$ cat src/rtl/fetch_unit.sv
// Instruction fetch stage: holds the PC, fetches words over a req/ack handshake,
// hands them to the decoder over valid/ready and computes the next PC on consume.
module fetch_unit #(
  parameter logic [31:0] RESET_PC = 32'h0000_0000
) (
  input  logic        clk,
  input  logic        rst_n,
  output logic        imem_req,
  output logic [31:0] imem_addr,
  input  logic        imem_ack,
  input  logic [31:0] imem_rdata,
  output logic [31:0] instruction,
  output logic        instr_valid,
  input  logic        instr_ready,
  output logic [31:0] pc,
  input  logic        is_jump,
  input  logic [25:0] addr26,
  input  logic        is_branch,
  input  logic        branch_taken,
  input  logic [15:0] imm16,
  input  logic        is_jr,
  input  logic [31:0] jr_target,
  output logic        fault
);

  // state    | meaning
  // REQ      | request issued (or about to be, first cycle after reset)
  // WAIT_ACK | request outstanding, waiting for imem_ack
  // VALID    | instruction holds a word waiting for the decoder
  // FAULT    | misaligned jr consumed; halted until reset
  typedef enum logic [1:0] {REQ, WAIT_ACK, VALID, FAULT} state_t;

  state_t      state, state_nx;
  logic        req_nx;
  logic        load_instr;
  logic        consume;
  logic        jr_misaligned;
  logic [31:0] pc4;
  logic [31:0] br_off;
  logic [31:0] pc_nx;

  always_comb begin
    pc4    = pc + 32'd4;
    br_off = {{14{imm16[15]}}, imm16, 2'b00};
    if (is_jr)                         pc_nx = jr_target;
    else if (is_jump)                  pc_nx = {pc4[31:28], addr26, 2'b00};
    else if (is_branch && branch_taken) pc_nx = pc4 + br_off;
    else                               pc_nx = pc4;
  end

  always_comb begin
    state_nx      = state;
    load_instr    = 1'b0;
    consume       = 1'b0;
    jr_misaligned = is_jr && (jr_target[1:0] != 2'b00);
    case (state)
      // an ack is only honoured once the request line is actually up,
      // so a stale ack right after reset is dropped
      REQ: begin
        if (imem_req && imem_ack) begin
          state_nx   = VALID;
          load_instr = 1'b1;
        end else if (imem_req) begin
          state_nx = WAIT_ACK;
        end
      end
      WAIT_ACK: begin
        if (imem_ack) begin
          state_nx   = VALID;
          load_instr = 1'b1;
        end
      end
      VALID: begin
        if (instr_ready) begin
          consume  = 1'b1;
          state_nx = jr_misaligned ? FAULT : REQ;
        end
      end
      FAULT:   state_nx = FAULT;
      default: state_nx = REQ;
    endcase
    req_nx = (state_nx == REQ) || (state_nx == WAIT_ACK);
  end

  always_ff @(posedge clk or negedge rst_n) begin
    if (!rst_n) begin
      state       <= REQ;
      imem_req    <= 1'b0;
      pc          <= RESET_PC;
      instruction <= 32'h0;
    end else begin
      state    <= state_nx;
      imem_req <= req_nx;
      if (load_instr)
        instruction <= imem_rdata;
      if (consume && !jr_misaligned)
        pc <= pc_nx;
    end
  end

  assign imem_addr   = pc;
  assign instr_valid = (state == VALID);
  assign fault       = (state == FAULT);

endmodule

$ cat config.mk
export PLATFORM = sky130hd
export DESIGN_NAME = fetch_unit
export DESIGN_NICKNAME = d
export VERILOG_FILES = /design/src/rtl/fetch_unit.sv
export SDC_FILE = /design/constraint.sdc
export NUM_CORES = 1
export LEC_CHECK = 0
export ABC_AREA = 1
export BUFFER_PORTS_ARGS = -buffer_cell sky130_fd_sc_hd__buf_2
export CORE_MARGIN = 8
export CORE_UTILIZATION = 30
export DETAILED_ROUTE_END_ITERATION = 6
export PLACE_DENSITY = 0.59
export SLEW_MARGIN = 10
export SYNTH_ARGS = -nofsm -noshare
export SYNTH_HDL_FRONTEND = slang
export SYNTH_SLANG_ARGS = --single-unit
export TNS_END_PERCENT = 10
$ cat constraint.sdc
create_clock -name clk -period 2.4 [get_ports clk]
set_input_delay 0.12 -clock clk [delete_from_list [all_inputs] [get_ports clk]]
set_output_delay 0.12 -clock clk [all_outputs]
set_load 0.02 [all_outputs]
==> summary.md <==
| Metric | Value |
|---|---|
| Post-route clock period utilization | `1.21` |
| Slowest cell on the critical path | `dfrtp_2` |
| Crit end category | `flop` |
| Simple-Gate Fraction of Synth Area | `0.417` |
| Failing checks | `negative setup slack` |
| Most Frequent Cell on Critical Path | `nand2_1` |
| Critical Path, Cell by Cell | `nand2_2 -> nor2_4 -> nand2_8 -> nor2_8 -> nand2_4 -> xnor2_4 -> ha_4 -> nand2_4 -> buf_4 -> buf_4 -> nor2_2 -> nand2_1 -> inv_1 -> nand2_1 -> nand2_1 -> nand2_1 -> nand3_1 -> nand3_1 -> nand2_1 -> o21ai_0` |
| Arr. time, crit path | `3090 ps` |
| Minimum clock period | `2910 ps` |
| FF-to-FF Start | `imem_addr[3]$_DFFE_PN0P_` |
| Initial DRC Count | `456` |
| Vias in the first global route | `8376` |
| RR Endpoint | `imem_addr[17]$_DFFE_PN0P_` |
| Main synth FF type | `dfrtp_1` |
| Util after Layout | `0.489` |
| Syn-to-layout area delta | `60.8%` |
| Clk slew on worst S/H paths | `60 ps` |
| Most common cell in the netlist | `nand2_1` |
| XOR/XNOR Fraction of Synth Area | `0.0292` |
| Mux contribution to synthesized area | `0` |
| Most frequent cells after synthesis | `nand2_1, inv_1, nor2_1` |
| CP peak stage delay | `450 ps` |
| Initial antenna violation count | `0` |
| Final Hold Viols | `0` |
| Yosys warning count | `0` |
| Post-DR vias/cell | `around 4.7` |
| Final setup vio count | `26` |
| Initial DRT Pass Iterations | `5` |
| Cell Pwr Density | `1270 nW/um2` |
| Crit Path Max Fanout | `5` |
| IO buf count | `212` |
| Starting density of the core | `0.304` |
| Core area | `21800 um2` |
| Compound-cell area share of the yosys netlist | `0.104` |
| Largest net degree at the start of global routing | `48` |
| Post-Syn Instances | `between 1000 and 1500` |
| Final Power | `13.5 mW` |
| GR Util All Layers | `0.209` |
| VDD IR max | `613 uV` |
| Worst Hold Class | `primary input to flop` |
| Post-DRT Antenna Nets | `0` |
| Slew at the pin with the worst max-slew slack | `916 ps` |
| Worst hold start | `imem_rdata[21]` |
| Worst R2R Path Depth | `20` |
| Share of flip-flops with an asynchronous set or reset | `1.00` |
| Syn_nets | `1209` |
| Io pins | `213` |
| Synthesized area | `6610 um2` |
| Synthesized-area fraction occupied by adder cells | `0.0731` |
| Synth top area share | `0.254` |
| Chip height | `around 160 um` |
| Clk root buf | `clkbuf_16` |
| Status | `complete, but fails checks` |
| Num Clock Sinks | `67` |
| CTS buffer count | `9` |
| Vias | `slightly above 8000` |
| Skew final | `approximately 12 ps` |
| Die ar. | `between 20000 and 30000 um2` |
| Diodes inserted | `0` |
| Flops & latches, synth | `67` |
| First-pass GRT wire length | `44200 um` |
| Worst Path Required | `~2600 ps` |
| LEAKAGE | `5.74 nW` |
| DRT Wirelength | `28400 um` |
| Post-synth top area cell | `dfrtp_1` |
| FILL cells | `2161` |
| Setup slack, reg-to-reg | `-510 ps` |
| Worst-case hold path end point | `instruction[21]$_DFFE_PN0P_` |
| Post-synthesis sequential area ratio | `0.254` |
| Dpl hpwl | `22700 um` |
| CTS tree | `yes` |
| Die W | `164 um` |
| Nets | `1583` |
| Syn Area/Cell | `6.25 um2` |
| RePlAce Congestion | `0.953` |
| Max-slew headroom | `0.389` |
| Slew Limit Fails | `0` |
| Core Rows | `54` |
| WS Path Type | `flop to flop` |
| Fmax | `344 MHz` |
| Clk buf depth | `2` |
| Clk_lat worst skew | `around 330 ps` |
| RSZ-0062 raised after global routing | `true` |
| Fin worst setup slack | `-510 ps` |
| Hold Path Depth | `3` |
| # DRC | `0` |
| Htree depth | `3` |
| Yosys cell types | `50` |
| Top cells by area, synth | `dfrtp_1, nand2_1, ha_1` |
| Largest family of logic cells by synthesized area | `simple AND/OR/NAND/NOR gates` |
| Max Cap Viol | `0` |
| WL per Instance | `between 15 and 20 um` |
| Post-synth EDFFs | `0` |
| CP Launch Type | `flop` |
| Overflow after GRT | `0` |
| Layout cell share with drive strength beyond 1 | `0.434` |
==> worst max-delay path: cells and delay by family, from the launching register on <==
kind            cells  cell delay, ps
simple gates       14            1440
flops               1             450
xor+xnor            1             190
compound gates      1              70
fa+ha+maj           1             300
buf+inv             3             320
==> power by group <==
part	leakage (nW)	total, mW	internal [mW]	switching, mW
sequential	0.810	2.14	1.68	0.456
clock	0.153	1.42	0.912	0.512
combinational	4.78	9.97	4.22	5.75
==> area by class of cell <==
type / instances / area (um2) / share of cell area
multi-input combinational: 813 / 5050 / 0.475
inverter: 120 / 455 / 0.0428
sequential: 67 / 1700 / 0.160
clock buffer: 10 / 229 / 0.0215
timing repair buffer: 420 / 2760 / 0.259
clock inverter: 6 / 90.1 / 0.00847
tap: 280 / 350 / 0.0330
==> metal layers <==
layer | vias to the layer above | wire length (um) | global-route usage
li1 | 4073 | - | -
met4 | 0 | 860 | 0.0762
met1 | 3765 | 12600 | 0.259
met5 | - | 0 | 0
met3 | 43 | 1640 | 0.0406
met2 | 250 | 13300 | 0.353
==> kinds of logic (layout without fill, tap and decap cells) <==
family	Yosys count	count (layout)
buffers and inverters	177	556
AOI/OAI and AO/OA	117	117
adders and majority gates	38	38
xor gates and xnor gates	22	22
and+or+nand+nor	636	636
DFF	67	67
==> flip-flops by register name, indices dropped and copies added (netlist names) <==
signal / cells
state: 2
imem_addr: 32
imem_req: 1
instruction: 32
==> cells in the final DEF (no fill, tap or decap), drive strengths merged, types with 6 or more instances in the layout <==
master / Yosys / layout
a21oi: 43 / 43
inv: 119 / 119
o21ai: 30 / 30
nor3: 12 / 12
nand4: 11 / 11
nor2: 106 / 106
dfrtp: 67 / 67
dlygate4sd3: 0 / 26
clkbuf: 20 / 10
buf: 37 / 394
or2: 9 / 9
ha: 37 / 37
o22ai: 18 / 18
o21bai: 7 / 7
nand2: 412 / 412
nand3b: 6 / 6
xor2: 18 / 18
nand3: 75 / 75
==> through the flow <==
step	cells	setup WS (ps)	hold WS [ps]	instance area (um2)	setup TNS [ps]
floorplan	1057	-173	-176	6800	-2470
global placement	1656	-662	103	9120	-12200
detailed placement	1656	-671	105	9120	-12300
CTS	1711	-446	3.06	10300	-8940
global route	1716	-664	23.0	10600	-14270
finish	1716	-510	13.4	10600	-10400
==> how the worst max path moves through the flow <==
stage | from | to | slack (ps) | cells past startpoint
6_report | imem_addr[3]$_DFFE_PN0P_ | imem_addr[17]$_DFFE_PN0P_ | -510 | 20
5_1_grt | imem_addr[11]$_DFFE_PN0P_ | imem_addr[22]$_DFFE_PN0P_ | -660 | 24
4_1_cts | imem_addr[3]$_DFFE_PN0P_ | imem_addr[31]$_DFFE_PN0P_ | -450 | 20
3_5_place_dp | imem_addr[3]$_DFFE_PN0P_ | imem_addr[13]$_DFFE_PN0P_ | -670 | 15
3_3_place_gp | imem_addr[3]$_DFFE_PN0P_ | imem_addr[13]$_DFFE_PN0P_ | -660 | 15
2_1_floorplan | imem_addr[3]$_DFFE_PN0P_ | imem_addr[18]$_DFFE_PN0P_ | -170 | 16
==> timing repair <==
item | 4_1_cts | 5_1_grt
buffers inserted | 13 | 5
setup endpoints to repair | 26 | 26
hold buffers | 26 | 0
pin swaps | 35 | 33
hold endpoints to repair | 44 | 0
resized for setup | 104 | 60
gates cloned | 0 | 0
No activity file was read; power rests on OpenSTA's default activity.
